===== src/rtl/enigma_msg_sequencer.sv =====
// enigma_msg_sequencer: message-level controller that resets the rotors and feeds enigma_top one symbol at a time
module enigma_msg_sequencer #(
  parameter int RST_CYCLES = 2,
  parameter int TIMEOUT    = 16
) (
  input  logic              clk_i,
  input  logic              rst_i,
  input  logic              start_i,
  input  logic [7:0]        msg_len_i,
  input  logic              in_val_i,
  input  logic signed [6:0] in_symb_i,
  output logic              in_rdy_o,
  output logic              en_rotors_rst_o,
  output logic [7:0]        en_symb_numb_o,
  output logic              en_symb_val_o,
  output logic signed [6:0] en_symbol_o,
  input  logic              en_symb_val_i,
  input  logic signed [6:0] en_symbol_i,
  output logic              out_val_o,
  output logic signed [6:0] out_symb_o,
  output logic              busy_o,
  output logic              done_o,
  output logic              err_timeout_o
);
  typedef enum logic [2:0] {IDLE, ROT_RST, FEED, WAIT, DONE} state_t;
  localparam logic [3:0] rst_last = 4'(RST_CYCLES);
  localparam logic [7:0] to_last  = 8'(TIMEOUT);
  state_t     state;
  logic [7:0] len_cnt;
  logic [7:0] to_cnt;
  logic [3:0] rst_cnt;
  always_ff @(posedge clk_i) begin
    if (rst_i) begin
      state           <= IDLE;
      len_cnt         <= '0;
      to_cnt          <= '0;
      rst_cnt         <= '0;
      in_rdy_o        <= 1'b0;
      en_rotors_rst_o <= 1'b0;
      en_symb_numb_o  <= '0;
      en_symb_val_o   <= 1'b0;
      en_symbol_o     <= '0;
      out_val_o       <= 1'b0;
      out_symb_o      <= '0;
      busy_o          <= 1'b0;
      done_o          <= 1'b0;
      err_timeout_o   <= 1'b0;
    end else begin
      done_o        <= 1'b0;
      out_val_o     <= 1'b0;
      en_symb_val_o <= 1'b0;
      case (state)
        IDLE: if (start_i) begin
          en_symb_numb_o  <= msg_len_i;
          len_cnt         <= msg_len_i;
          err_timeout_o   <= 1'b0;
          busy_o          <= 1'b1;
          rst_cnt         <= '0;
          en_rotors_rst_o <= msg_len_i != 8'd0;
          state           <= msg_len_i == 8'd0 ? DONE : ROT_RST;
        end
        ROT_RST: begin
          rst_cnt <= rst_cnt + 4'd1;
          if (rst_cnt + 4'd1 == rst_last) begin
            en_rotors_rst_o <= 1'b0;
            in_rdy_o        <= 1'b1;
            state           <= FEED;
          end
        end
        FEED: if (in_val_i) begin
          in_rdy_o      <= 1'b0;
          en_symbol_o   <= in_symb_i;
          en_symb_val_o <= 1'b1;
          to_cnt        <= '0;
          state         <= WAIT;
        end
        WAIT: begin
          // a response wins over a timeout reached in the same cycle
          if (en_symb_val_i) begin
            out_symb_o <= en_symbol_i;
            out_val_o  <= 1'b1;
            len_cnt    <= len_cnt - 8'd1;
            in_rdy_o   <= len_cnt != 8'd1;
            state      <= len_cnt == 8'd1 ? DONE : FEED;
          end else begin
            to_cnt <= to_cnt + 8'd1;
            if (to_cnt + 8'd1 == to_last) begin
              err_timeout_o <= 1'b1;
              state         <= DONE;
            end
          end
        end
        DONE: begin
          done_o <= 1'b1;
          busy_o <= 1'b0;
          state  <= IDLE;
        end
        default: state <= IDLE;
      endcase
    end
  end
endmodule


===== config.mk =====
export PLATFORM = sky130hd
export DESIGN_NAME = enigma_msg_sequencer
export DESIGN_NICKNAME = d
export VERILOG_FILES = /design/src/rtl/enigma_msg_sequencer.sv
export SDC_FILE = /design/constraint.sdc
export NUM_CORES = 1
export LEC_CHECK = 0
export CAP_MARGIN = 30
export CORE_MARGIN = 2
export CORE_UTILIZATION = 54
export DETAILED_ROUTE_END_ITERATION = 10
export GPL_ROUTABILITY_DRIVEN = 0
export PLACE_DENSITY = 0.85
export SLEW_MARGIN = 20
export SYNTH_ARGS = -nofsm -noshare
export SYNTH_HDL_FRONTEND = slang
export SYNTH_SLANG_ARGS = --single-unit

===== constraint.sdc =====
create_clock -name clk_i -period 4.1 [get_ports clk_i]
set_input_delay 0.82 -clock clk_i [delete_from_list [all_inputs] [get_ports clk_i]]
set_output_delay 0.82 -clock clk_i [all_outputs]
set_load 0.02 [all_outputs]

Word-level counts from Yosys, hierarchy flattened
Cells that the tools add are included.
Cells by class
  multipliers: 0
  shift operators: 0
  order comparisons: 0
  bitwise logic cells: 2
  add/sub/neg operators: 3
  equality and inequality tests: 15
  mux-type cells: 32
  div/mod/pow operators: 0
  reduce and logical (&&, ||, !) cells: 21
Operator list (count)
  two-way mux 8 bit: 4
  case mux 8 bit (2 select lines): 2
  two-way mux 3 bit: 7
  two-way mux 1 bit: 12
  != test 2 bit, second input constant: 6
  case mux 3 bit (4 select lines): 1
  AND reduction 4 bit: 3
  AND reduction 2 bit: 5
  AND reduction 3 bit: 3
  adder 8 x 1 -> 8 bit, second input constant: 1
  equality test 8 x 1 -> 1 bit, second input constant: 1
  equality test 8 x 5 -> 1 bit, second input constant: 1
  logical NOT 8 bit: 1
  != test 8 x 1 -> 1 bit, second input constant: 1
  case mux 4 bit (2 select lines): 1
  nonzero test 2 bit: 4
  nonzero test 8 bit: 1
  subtractor 8 x 1 -> 8 bit, second input constant: 1
  equality test 3 x 2 -> 1 bit, second input constant: 2
  case mux 1 bit (2 select lines): 3
  adder 4 x 1 -> 4 bit, second input constant: 1
  equality test 4 x 2 -> 1 bit, second input constant: 1
  two-way mux 4 bit: 1
  OR reduction 2 bit: 2
  7 further kinds: 8
Storage, ports and cells
  memory bits (writable): 0
  word-level logic and storage cells: 87
  bits in read-only memories: 0
  register bits after elaboration: 52
  bits in latches: 0
  input bits: 27
  memories: 0

Longest topological paths before layout
  depth after elaboration: 5
  gate-level depth with buffers: 8
  gate-level depth less buffers: 7

Least setup slack after synthesis
OpenSTA, ideal clock, no wires.
  path type: input-to-reg
  start point: in start_i
  end point: reg len_cnt[7]
  data required time: 3972 ps
  cell stages on the path: 6
  library setup time: 128 ps
  arrival: 1735 ps
  path slack: 2237 ps
  cell sequence: or3b_4 -> a21oi_4 -> buf_6 -> nand2_1 -> a22oi_1 -> nor2_1
Between the ends
  longest elaborated chain between the ends: 2
RTL lines
  start: declaration: line 8  | input logic start_i,
  != test 2 bit (no source line)
  AND reduction 3 bit (no source line)
  end signal: assignment: line 55  | len_cnt <= msg_len_i;
  end signal: assignment: line 82  | len_cnt <= len_cnt - 8'd1;
  end: declaration: line 29  | logic [7:0] len_cnt;
No other way between the ends.
A chain may end at the register's enable or synchronous reset.

Final worst setup path
  start point: in start_i
  end point: reg len_cnt[6]
Same word-level chain as after synthesis.

==> summary.txt <==
Status
  – Status: complete, no violations

Yosys
  – Post-synth EDFFs: 0
  – Ys Warns: 0
  – Post-synthesis cell type count: 49
  – Ranking of synthesized cells by area: dfxtp_1 42%, nand2_1 7.8%, a21oi_1 7.6%
  – FFs w/ async S/R, synth: 0
  – Syn_area_per_cell: 8.15 um^2
  – Post-synth top area share: 0.416
  – Largest area contributor in the netlist: dfxtp_1
  – FF+latch count, synth: 52
  – Register area share after synthesis: 0.416
  – Top_reg_cell synth: dfxtp_1
  – Syn_nets: 339
  – Syn Inst Count: 307
  – Mapped Area: 0.00250 mm^2

Clock tree
  – Root buffer cell: clkbuf_8
  – Hold buffers post-CTS: 0
  – Number of setup buffers added after CTS: 0
  – Clock transition at the registers of the reported paths: around 0.090 ns
  – CTS tree: yes
  – Number of clock sinks: between 50 and 60
  – Post-CTS Resized: 0
  – CTS Buffer Depth: 2
  – Cts bufs inserted: 5
  – Clock latency on the worst-skew pair: between 0.3 and 0.4 ns
  – H-tree Lvls: 2

STA
  – Final hold vios: 0
  – Fin crit share: 0.572
  – Setup TNS: 0 ns
  – Worst clock skew: 0.00429 ns
  – Slew Viols, Final: 0
  – Worst slew margin: 0.378
  – Fmax achieved: around 0.43 GHz
  – Setup ws final: 1.75 ns
  – Measured slew at the worst slew-check pin: a little over 0.9 ns
  – Min Clock Period, post-route: 2.35 ns
  – Unrepaired setup endpoints after global routing: false
  – Setup-failing EPs final: 0

Hold path
  – Worst Hold Class: flip-flop to flip-flop
  – Hold depth: 2
  – Worst Hold End: en_symb_numb_o[6]
  – HP Start: en_symb_numb_o[6]

Pwr
  – VDD IR max: 221 uV
  – Pwr/cell area: 377 mW/mm^2
  – Leak: around 1.1 nW

Drt
  – Iteration-0 DRC count of the detailed router: about 160
  – Pre-antenna DRT Iters: 4
  – Routed WL per cell: roughly 14 um
  – Routed WL: 5550 um
  – Drc violations: 0
  – Via count: 2311
  – Vias per inst: 5.71
  – Post-route ant nets: 0

Layout
  – Share of layout cells above drive strength 1: 0.0595
  – Register area: 0.00104 mm^2
  – Multi-input gate area: 0.00134 mm^2
  – Area grow syn2layout: 24.5%
  – Fillers: 388
  – Most frequent cells in the layout: 54 x clkdlybuf4s50_1, 52 x nand2_1, 52 x dfxtp_1
  – Number of antenna repair diodes: 0
  – Commonest non-fill, non-tap cell in the layout: clkdlybuf4s50_1
  – NumNets Final: about 380

Placed design
  – Pre-CTS setup slack: roughly 1.4 ns
  – Port bufs: 55
  – Hpwl dp: between 3000 and 4000 um

Global routing
  – Total GRT Usage: 0.221
  – Largest net degree at the start of global routing: 52
  – First-pass GRT wire length: between 9000 and 10000 um
  – Total grt overflow: 0
  – Vias in the first global route: 2143
  – Initial antenna violation count: 0

Die
  – Starting Density: 0.567
  – Die area: 0.00519 mm^2
  – Io pins: 56
  – Core ar.: 0.00441 mm^2
  – DIE HEIGHT: 72.1 um
  – # rows: 24
  – Die width: between 70 and 80 um

Setup path
  – CP max stage cell: clkdlybuf4s50_1
  – Worst setup SP type: input port
  – Crit Reg-Reg Startpoint: state[0]
  – R2R cell count: 4
  – Max FO, Critical Path: 15
  – R2R Setup Slk: 2.04 ns
  – Largest stage delay on the critical path: 0.51 ns
  – Worst path buffer plus inverter count: 1
  – Kind of critical path: input port to flip-flop
  – FF-to-FF End: state[2]
  – Endpoint class of the critical path: flip-flop
  – Crit-path cells: clkdlybuf4s50_1 -> or3b_4 -> a21oi_4 -> o21ai_0 -> a22oi_1 -> nor2_1
  – CP delay by family, top: compound AO/OA/AOI/OAI gates
  – Worst path arrival time: about 2.5 ns
  – Critical Path RT: 4.27 ns

Job
  – Max_cap viols: 0
[worst reg2reg max path: stages (launching register included)]
cell	delay (ns)
dfxtp_1	0.75
and3b_1	0.46
nand2b_1	0.27
o21ba_2	0.31
nor4b_4	0.13
[metal layers]
metal | GRT usage | part of all wire
met5 | 0 | 0
met4 | 0.0818 | 0.018
met3 | 0.0375 | 0.043
met2 | 0.382 | 0.48
met1 | 0.278 | 0.46
[state kept, by name, indices dropped and copies added (netlist names), 3 cells and up]
name and flops:
en_symb_numb_o 8, len_cnt 8, state 3, to_cnt 8, out_symb_o 7, rst_cnt 4
en_symbol_o 7
[how the worst max path moves through the flow]
stage               startpoint    endpoint  slack, ns  cells after the start
floorplan              start_i  len_cnt[7]       2.24                      6
global placement       start_i  len_cnt[6]       1.47                      6
detailed placement     start_i  len_cnt[6]       1.44                      6
CTS                    start_i  len_cnt[6]       1.75                      6
global route           start_i  len_cnt[6]       1.61                      6
finish                 start_i  len_cnt[6]       1.75                      6
[cells in the mapped netlist, drive strengths merged (5+ instances only)]
library cell and n:
a21oi 39, buf 13, clkbuf 5, dfxtp 52, ha 5, inv 6
mux2i 7, nand2 52, nand2b 8, nand3 7, nor2 35, nor3 7
nor4 5, o21ai 18
[kinds of logic after synthesis]
kind of cell,share of synthesized area
and+or+nand+nor,0.277
AOI/OAI and AO/OA,0.207
DFF,0.416
buffers and inverters,0.0470
muxes,0.0280
adders and majority gates,0.0250
[power breakdown]
part | total [mW] | internal, mW | leakage, nW | switching, mW
logic | 0.290 | 0.134 | 0.626 | 0.156
clock network | 0.300 | 0.138 | 0.0455 | 0.162
registers | 0.585 | 0.540 | 0.423 | 0.0447
total | 1.17 | 0.812 | 1.09 | 0.363
[through the flow]
step / power (mW) / instances / area (um^2) / hold slack, ns / utilization
after floorplan: 0.790 / 307 / 2500 / 0.452 / -
after CTS: 1.18 / 405 / 3110 / 0.463 / 0.705
after global routing: 1.23 / 405 / 3110 / 0.478 / 0.705
after global placement: 0.877 / 397 / 3020 / 0.441 / 0.685
final: 1.17 / 405 / 3110 / 0.458 / 0.705
after detailed placement: 0.884 / 397 / 3020 / 0.450 / 0.685
[layout make-up]
type / count / area share
Timing Repair Buffer: 56 / 0.178
Tap cell: 52 / 0.0209
Multi-Input combinational cell: 231 / 0.431
Sequential cell: 52 / 0.334
Clock buffer: 8 / 0.0289
Inverter: 6 / 0.00723
No activity file was read; power rests on OpenSTA's default activity.
